**config.mk**
```make
export PLATFORM = sky130hd
export DESIGN_NAME = inta_sequencer_flat
export DESIGN_NICKNAME = d
export VERILOG_FILES = /design/src/rtl/pic_pkg.sv /design/src/rtl/inta_sequencer_if.sv /design/src/rtl/sync2.sv /design/src/rtl/inta_sequencer.sv /design/src/flat_wrapper.sv
export SDC_FILE = /design/constraint.sdc
export NUM_CORES = 1
export LEC_CHECK = 0
export CORE_MARGIN = 1
export CORE_UTILIZATION = 47
export DETAILED_ROUTE_END_ITERATION = 7
export GPL_TIMING_DRIVEN = 1
export PLACE_DENSITY = 0.87
export SYNTH_ARGS = -nofsm -noshare
export SYNTH_HDL_FRONTEND = slang
export SYNTH_SLANG_ARGS = --single-unit
```
**constraint.sdc**
```tcl
create_clock -name clk -period 2.7 [get_ports clk]
set_input_delay 0.54 -clock clk [delete_from_list [all_inputs] [get_ports clk]]
set_output_delay 0.54 -clock clk [all_outputs]
set_load 0.01 [all_outputs]
```
**src/rtl/pic_pkg.sv**
```systemverilog
// rtl/pic_pkg.sv - shared types and constants for the INTA/EOI sequencer
package pic_pkg;

  localparam int unsigned CNT_W = 4;
  localparam logic [7:0] OCW2_NS_EOI = 8'h20;

  typedef enum logic [2:0] {
    ST_IDLE    = 3'd0,
    ST_ACK1    = 3'd1,
    ST_GAP1    = 3'd2,
    ST_ACK2    = 3'd3,
    ST_SERVICE = 3'd4,
    ST_EOI_WR  = 3'd5,
    ST_RECOV   = 3'd6
  } state_e;

  // Counter reload value for a phase lasting w cycles (counter runs w-1 .. 0).
  function automatic logic [CNT_W-1:0] cnt_load(input int unsigned w);
    return CNT_W'(w - 1);
  endfunction

endpackage

```
**src/rtl/inta_sequencer_if.sv**
```systemverilog
// rtl/inta_sequencer_if.sv - PIC/CPU side signal bundle of the INTA sequencer
interface inta_sequencer_if;

  logic       INT;
  logic       IF;
  logic       AEOI;
  logic [7:0] D;
  logic       eoi_req;
  logic       INTA;
  logic       WR;
  logic [7:0] DOUT;
  logic [7:0] vec;
  logic       vec_valid;
  logic       busy;

  modport master (
    input  INT, IF, AEOI, D, eoi_req,
    output INTA, WR, DOUT, vec, vec_valid, busy
  );

  modport slave (
    output INT, IF, AEOI, D, eoi_req,
    input  INTA, WR, DOUT, vec, vec_valid, busy
  );

endinterface

```
**src/rtl/sync2.sv**
```systemverilog
// rtl/sync2.sv - two-flop synchronizer for a single asynchronous level
module sync2 (
  input  logic clk,
  input  logic rst_n,
  input  logic d_i,
  output logic q_o
);

  logic meta_q;
  logic sync_q;

  always_ff @(posedge clk or negedge rst_n) begin
    if (!rst_n) begin
      meta_q <= 1'b0;
      sync_q <= 1'b0;
    end else begin
      meta_q <= d_i;
      sync_q <= meta_q;
    end
  end

  assign q_o = sync_q;

endmodule

```
**src/rtl/inta_sequencer.sv**
```systemverilog
// rtl/inta_sequencer.sv - two-pulse INTA vector fetch with optional EOI write-back
module inta_sequencer
  import pic_pkg::*;
#(
  parameter int unsigned PULSE_W = 2,
  parameter int unsigned GAP_W   = 2
) (
  input  logic              clk,
  input  logic              rst_n,
  inta_sequencer_if.master  bus
);

  localparam logic [CNT_W-1:0] PULSE_LD = cnt_load(PULSE_W);
  localparam logic [CNT_W-1:0] GAP_LD   = cnt_load(GAP_W);

  state_e           state_q, state_d;
  logic [CNT_W-1:0] cnt_q, cnt_d;
  logic             int_s;
  logic             cnt_zero;
  logic             vec_load;

  logic             inta_q;
  logic             wr_q;
  logic [7:0]       dout_q;
  logic [7:0]       vec_q;
  logic             vec_valid_q;
  logic             busy_q;

  sync2 u_int_sync (
    .clk   (clk),
    .rst_n (rst_n),
    .d_i   (bus.INT),
    .q_o   (int_s)
  );

  assign cnt_zero = (cnt_q == '0);

  always_ff @(posedge clk or negedge rst_n) begin
    if (!rst_n) begin
      state_q <= ST_IDLE;
      cnt_q   <= '0;
    end else begin
      state_q <= state_d;
      cnt_q   <= cnt_d;
    end
  end

  // Once ACK1 is entered the sequence runs to completion regardless of INT_s/IF.
  always_comb begin
    state_d  = state_q;
    cnt_d    = cnt_q;
    vec_load = 1'b0;
    case (state_q)
      ST_IDLE: begin
        cnt_d = '0;
        if (int_s && bus.IF) begin
          state_d = ST_ACK1;
          cnt_d   = PULSE_LD;
        end
      end
      ST_ACK1: begin
        if (cnt_zero) begin
          state_d = ST_GAP1;
          cnt_d   = GAP_LD;
        end else begin
          cnt_d = cnt_q - CNT_W'(1);
        end
      end
      ST_GAP1: begin
        if (cnt_zero) begin
          state_d = ST_ACK2;
          cnt_d   = PULSE_LD;
        end else begin
          cnt_d = cnt_q - CNT_W'(1);
        end
      end
      ST_ACK2: begin
        if (cnt_zero) begin
          vec_load = 1'b1;
          if (bus.AEOI) begin
            state_d = ST_RECOV;
            cnt_d   = GAP_LD;
          end else begin
            state_d = ST_SERVICE;
            cnt_d   = '0;
          end
        end else begin
          cnt_d = cnt_q - CNT_W'(1);
        end
      end
      ST_SERVICE: begin
        cnt_d = '0;
        if (bus.eoi_req) begin
          state_d = ST_EOI_WR;
          cnt_d   = PULSE_LD;
        end
      end
      ST_EOI_WR: begin
        if (cnt_zero) begin
          state_d = ST_RECOV;
          cnt_d   = GAP_LD;
        end else begin
          cnt_d = cnt_q - CNT_W'(1);
        end
      end
      ST_RECOV: begin
        if (cnt_zero) begin
          state_d = ST_IDLE;
          cnt_d   = '0;
        end else begin
          cnt_d = cnt_q - CNT_W'(1);
        end
      end
      default: begin
        state_d = ST_IDLE;
        cnt_d   = '0;
      end
    endcase
  end

  // Strobes are decoded from the next state so they line up with state_q and come straight off flops.
  always_ff @(posedge clk or negedge rst_n) begin
    if (!rst_n) begin
      inta_q      <= 1'b0;
      wr_q        <= 1'b0;
      dout_q      <= 8'h00;
      vec_q       <= 8'h00;
      vec_valid_q <= 1'b0;
      busy_q      <= 1'b0;
    end else begin
      inta_q      <= (state_d == ST_ACK1) || (state_d == ST_ACK2);
      wr_q        <= (state_d == ST_EOI_WR);
      dout_q      <= (state_d == ST_EOI_WR) ? OCW2_NS_EOI : 8'h00;
      vec_valid_q <= vec_load;
      busy_q      <= (state_d != ST_IDLE);
      if (vec_load) begin
        vec_q <= bus.D;
      end
    end
  end

  assign bus.INTA      = inta_q;
  assign bus.WR        = wr_q;
  assign bus.DOUT      = dout_q;
  assign bus.vec       = vec_q;
  assign bus.vec_valid = vec_valid_q;
  assign bus.busy      = busy_q;

endmodule

```
**src/flat_wrapper.sv**
```systemverilog
// flat-port wrapper written by rule: the top's interface ports become plain ports
module inta_sequencer_flat import pic_pkg::*;
#(
  parameter int unsigned PULSE_W = 2,
  parameter int unsigned GAP_W   = 2
)
  (clk, rst_n, bus_INT, bus_IF, bus_AEOI, bus_D, bus_eoi_req, bus_INTA, bus_WR, bus_DOUT, bus_vec, bus_vec_valid, bus_busy);
  inta_sequencer_if bus_i ();
  input  logic clk;
  input  logic rst_n;
  input wire logic [$bits(bus_i.INT)-1:0] bus_INT;
  input wire logic [$bits(bus_i.IF)-1:0] bus_IF;
  input wire logic [$bits(bus_i.AEOI)-1:0] bus_AEOI;
  input wire logic [$bits(bus_i.D)-1:0] bus_D;
  input wire logic [$bits(bus_i.eoi_req)-1:0] bus_eoi_req;
  output wire logic [$bits(bus_i.INTA)-1:0] bus_INTA;
  output wire logic [$bits(bus_i.WR)-1:0] bus_WR;
  output wire logic [$bits(bus_i.DOUT)-1:0] bus_DOUT;
  output wire logic [$bits(bus_i.vec)-1:0] bus_vec;
  output wire logic [$bits(bus_i.vec_valid)-1:0] bus_vec_valid;
  output wire logic [$bits(bus_i.busy)-1:0] bus_busy;
  assign bus_i.INT = bus_INT;
  assign bus_i.IF = bus_IF;
  assign bus_i.AEOI = bus_AEOI;
  assign bus_i.D = bus_D;
  assign bus_i.eoi_req = bus_eoi_req;
  assign bus_INTA = bus_i.INTA;
  assign bus_WR = bus_i.WR;
  assign bus_DOUT = bus_i.DOUT;
  assign bus_vec = bus_i.vec;
  assign bus_vec_valid = bus_i.vec_valid;
  assign bus_busy = bus_i.busy;
  inta_sequencer #(.PULSE_W(PULSE_W), .GAP_W(GAP_W)) u_core (.clk(clk), .rst_n(rst_n), .bus(bus_i));
endmodule
```
Word-level counts from Yosys, hierarchy flattened
Index checks and enable logic that the tools add are counted.
{ "op_classes": {"addsub": 1, "n_eq_ne": 9, "n_mux": 19, "reduce_logical": 6} }
{ "ops": {"columns": ["op", "count"], "rows": [
  ["$mux W3", 7],
  ["$pmux W3 S7", 1],
  ["$pmux W4 S5", 1],
  ["$eq A3 B3 Y1 const B", 4],
  ["$mux W4", 3],
  ["$eq A3 B2 Y1 const B", 3],
  ["$eq A3 B1 Y1 const B", 2],
  ["$mux W6", 1],
  ["$mux W1", 5],
  ["$logic_not A4 Y1", 1],
  ["$sub A4 B1 Y4 const B", 1],
  ["$logic_not A3 Y1", 1],
  ["$reduce_bool A3 Y1", 1],
  ["$reduce_or A3 Y1", 1],
  ["$mux W2", 1],
  ["$logic_and A1 B1 Y1", 1],
  ["$logic_or A1 B1 Y1", 1]
]} }
{ "totals": {"ff_bits": 29, "in_bits": 14, "output_inout_bits": 20, "wordCells": 45} }

Longest topological paths before layout
{ "depth": {"word_depth": 5, "depth_mapped": 5} }

Cells and area by module
Synthesis repeated with hierarchy kept, for this count alone.
{ "hier_totals": {"hier_cells": 86, "area_unflattened_um2": 989.7} }
{ "by_module_without_submodules": {"columns": ["module", "instances", "cells_each", "area_each_um2"], "rows": [
  ["inta_sequencer", 1, 84, 939.7],
  ["sync2", 1, 2, 50.0]
]} }

Worst setup path after synthesis
No wires, ideal clock.
{ "synth_path": {"kind": "reg-to-reg", "from": "register u_core.cnt_q[0]", "to": "register u_core.cnt_q[0]", "arrival_ns": 1.374, "t_required_ns": 2.566, "setup_slack_ns": 1.193, "stages_incl_launch_ff": 6, "n_path_buf": 0, "synth_period_minus_slack_ns": 1.507, "cell_sequence": "dfrtp_1 > inv_1 > ha_1 > or3b_1 > o311ai_0 > o211ai_1"} }
{ "synth_between": {"elab_chain_cells": 3, "elab_cells_between_ends": 6} }
{ "synth_rtl": {"columns": ["item", "line", "text"], "rows": [
  ["from (decl)", "inta_sequencer.sv:17", "logic [CNT_W-1:0] cnt_q, cnt_d;"],
  ["from (signal assigned)", "inta_sequencer.sv:44", "cnt_q <= cnt_d;"],
  ["$sub A4 B1 Y4 or $logic_not A4 Y1 (tied branches)", null, null],
  ["$mux W4 (on tied branches)", null, null],
  ["$pmux W4 S5 *", "inta_sequencer.sv:53", "case (state_q)"],
  ["named net u_core.cnt_d[0]", "inta_sequencer.sv:17", null]
]} }
The timed path passes the listed nets; every way through them passes the cells marked *.
A chain may end at the register's enable or synchronous reset.

Worst setup path in the final report
{ "layout_path": {"from": "register u_core.vec_q[6] (netlist: u_core.bus.vec[6])", "to": "output port bus_vec[6]"} }
{ "layout_rtl": {"columns": ["item", "line", "text"], "rows": [
  ["from (decl)", "inta_sequencer.sv:25", "logic [7:0] vec_q;"],
  ["from (signal assigned)", "inta_sequencer.sv:137", "vec_q <= bus.D;"],
  ["to (decl)", "flat_wrapper.sv:19", "output wire logic [$bits(bus_i.vec)-1:0] bus_vec;"]
]} }
No word-level cell between the ends.

==> impl_metrics.yaml <==
worst_setup_path:
  max_stage_delay_ns: 0.54
  r2r_setup_slack_ns: 1.01
  arrival_ns: 1.22
  crit_path_end_kind: "output pin"
  timing.rr.end: "u_core.cnt_q[0]$_DFF_PN0_"
  start_kind: "register"
  slowest_stage: "clkdlybuf4s50_1"
  crit_required_ns: 2.16
  rr_worst_depth: 5
  worst-path-buf-inv: 1
  critical_path_class: "register to output pin"
  crit_chain: "clkdlybuf4s50_1"
  r2r-start: "u_core.cnt_q[0]$_DFF_PN0_"
  critical_path.top_delay_family: "buffers and inverters"
  crit_fanout: 2
die:
  io_pins: 34
  core_region_area_sq_um: 1980
  initial_utilization_pct: 50.4
  die_area_sq_um: 2310
  rows: 16
  chipHeight_um: 48.1
  die_w_um: 48.1
clock_network:
  cts_resized: 0
  clock_latency_ns: 0.30
  hold_buffers: 0
  cts-buffers-inserted: 3
  cts_setup_buffers: 0
  cts_tree: "built"
  cts_sinks: 21
  cts-htree-levels: 1
  cts-root-buf: "clkbuf_4"
  clock_path_buffers: 2
  cts.reportedPaths.clkPinSlew_ns: 0.11
detailed_routing:
  vias: 691
  wl_per_cell_um: 12.7
  final_antenna_net_count: 0
  wirelength_um: 1760
  vias_per_cell: 5.01
  remaining_drc_errors: 0
  dr.pass1.iters: 4
  drt_iter0_drc: 20
place:
  io_buffer_count: 26
  gp_congestion: 0.855
  hpwl_um: 1270
worst_hold_path:
  hold_depth: 0
  hp-class: "register to register"
  hold_end: "u_core.u_int_sync.q_o$_DFF_PN0_"
  hold_path.startpoint: "u_core.u_int_sync.meta_q$_DFF_PN0_"
power_and_ir_drop:
  switchingPower_mw: 0.502
  seq_power_share_pct: 41.4
  sw_frac_of_total_pct: 36.2
  p_per_area_nw_per_um2: 1080
  max-vdd-ir-drop_uv: 714
  p_clk_share_pct: 10.7
  internal_power_mw: 0.885
  leakagePower_nw: 0.540
  p_comb_share_pct: 47.9
sta:
  fin_worst_skew_ns: 0.00234
  fin_crit_sh_pct: 65.3
  report.final.slew_viol_count: 0
  fmax_mhz: 568
  hold_ws_ns: 0.365
  final.setup.tns_ns: 0
  period_needed_ns: 1.76
  rsz0062_at_grt: "false"
  hold_viol: 0
  setup_viol: 0
yosys:
  async_flop_share_pct: 100
  synth_top_area_share_pct: 52.6
  synth-xor-area-share_pct: 1.75
  synthCells: 84
  synth_ff_type: "dfrtp_1"
  synth_most_common_cell: "dfrtp_1"
  synthTopCellsByCount: "dfrtp_1 (21), buf_4 (8), mux2_2 (8), nor2_1 (6), inv_1 (5)"
  syn_area_sq_um: 998
  synthSimpleGateAreaFrac_pct: 13.9
  synth_compound_area_share_pct: 10.2
  yosys-mux-area-fraction_pct: 10.0
  yosysWarnings: 0
  synth_top_family_by_area: "simple AND/OR/NAND/NOR gates"
  netlist-cell-type-count: 31
  synth_edf_count: 0
  synth-seq-cells: 21
  synth_area_leaders: "dfrtp_1 (53%), mux2_2 (9.0%), buf_4 (6.0%)"
  synth_top_area_cell: "dfrtp_1"
  synthAdderAreaFrac_pct: 2.51
  synth_seq_area_share_pct: 52.6
  syn_area_per_cell_sq_um: 11.9
outcome:
  outcome: "completed"
global_routing:
  grt_first_pass_wirelength_um: 2680
  grt_max_degree: 22
  grt_overflow: 0
  antenna_found_initial: 0
  track_usage_pct: 17.8
  grt_pass1_vias: 626
layout:
  drive_above_1_share_pct: 15.3
  fin_util_pct: 64.7
  syn2layout_area_growth_pct: 28.4
  diodes: 0
  fin_nets: 128
job:
  max-cap-violations: 0
## cell usage in the layout (no fill, tap or decap)
cell type        netlist  final
nand3_4                1      1
o21ai_0                1      1
nor2_1                 6      6
dfrtp_1               21     21
a211oi_1               2      2
o21a_1                 1      1
a211o_1                1      1
a31oi_1                1      1
or4bb_1                1      1
xnor2_1                2      2
a2bb2oi_1              1      1
o221a_2                1      1
mux2i_1                1      1
clkdlybuf4s50_1        0     26
nand3b_1               2      2
o211ai_1               4      4
o311ai_0               1      1
or3b_1                 1      1
nand2_1                3      3
inv_1                  5      5
clkbuf_4               0      3
nor3_1                 1      1
and4bb_2               1      1
ha_1                   2      2
buf_4                  8      1
conb_1                 1      7
nor4_1                 1      1
nor2b_1                1      1
clkinv_2               0      1
nor3b_2                1      1
nand3_1                2      2
mux2_2                 8      8
## area by class of cell
type                            instances  area [sq um]
Clock buffer                            3          22.5
Clock inverter                          1          5.00
Fill cell                             149           699
Inverter                                5          18.8
Multi-Input combinational cell         54           409
Sequential cell                        21           526
Tap cell                               27          33.8
Timing Repair Buffer                   27           268
## metrics by stage
step / setup WS (ns) / power (mW) / cell area (sq um) / std cells
final: 0.938 / 1.39 / 1280 / 138
after global placement: 1.06 / 1.21 / 1250 / 134
after CTS: 0.920 / 1.39 / 1280 / 138
after floorplan: 1.19 / 0.981 / 1020 / 90
after detailed placement: 1.02 / 1.24 / 1250 / 134
after global routing: 0.875 / 1.50 / 1280 / 138
## layer usage
layer,global-route usage [%],up-vias,wire length (um)
met5,0,-,0
met4,12.8,0,51
met3,3.70,6,102
met2,27.0,37,842
met1,22.8,314,759
li1,-,334,-
## power groups by stage
stage	sequential [mW]	combinational, mW	clock [mW]
floorplan	0.569	0.412	0
global placement	0.569	0.646	0
detailed placement	0.576	0.662	0
CTS	0.572	0.665	0.153
global route	0.597	0.741	0.163
finish	0.574	0.665	0.149
## registers in the layout (all words and copies together), names as in the netlist
signal	count
u_core.bus.vec_valid	1
u_core.u_int_sync.meta_q	1
u_core.bus.busy	1
u_core.bus.INTA	1
u_core.u_int_sync.q_o	1
u_core.bus.vec	8
u_core.cnt_q	4
u_core.state_q	3
u_core.bus.DOUT	1
## kinds of logic after synthesis
kind of cell | after synthesis
DFF | 21
and+or+nand+nor | 21
buffers and inverters | 15
AOI/OAI and AO/OA | 13
muxes | 9
adders and majority gates | 2
xor gates and xnor gates | 2
other | 1
## how the worst max path moves through the flow
stage / from / end / slack (ns) / cells after the start
5_1_grt: u_core.bus.vec[6]$_DFFE_PN0P_ / bus_vec[6] / 0.88 / 1
4_1_cts: u_core.bus.vec[6]$_DFFE_PN0P_ / bus_vec[6] / 0.92 / 1
3_5_place_dp: bus_IF / u_core.state_q[0]$_DFF_PN0_ / 1.02 / 4
6_report: u_core.bus.vec[6]$_DFFE_PN0P_ / bus_vec[6] / 0.94 / 1
3_3_place_gp: bus_IF / u_core.state_q[0]$_DFF_PN0_ / 1.06 / 4
2_1_floorplan: u_core.cnt_q[0]$_DFF_PN0_ / u_core.cnt_q[0]$_DFF_PN0_ / 1.19 / 5
(Power assumes the default switching activity.)
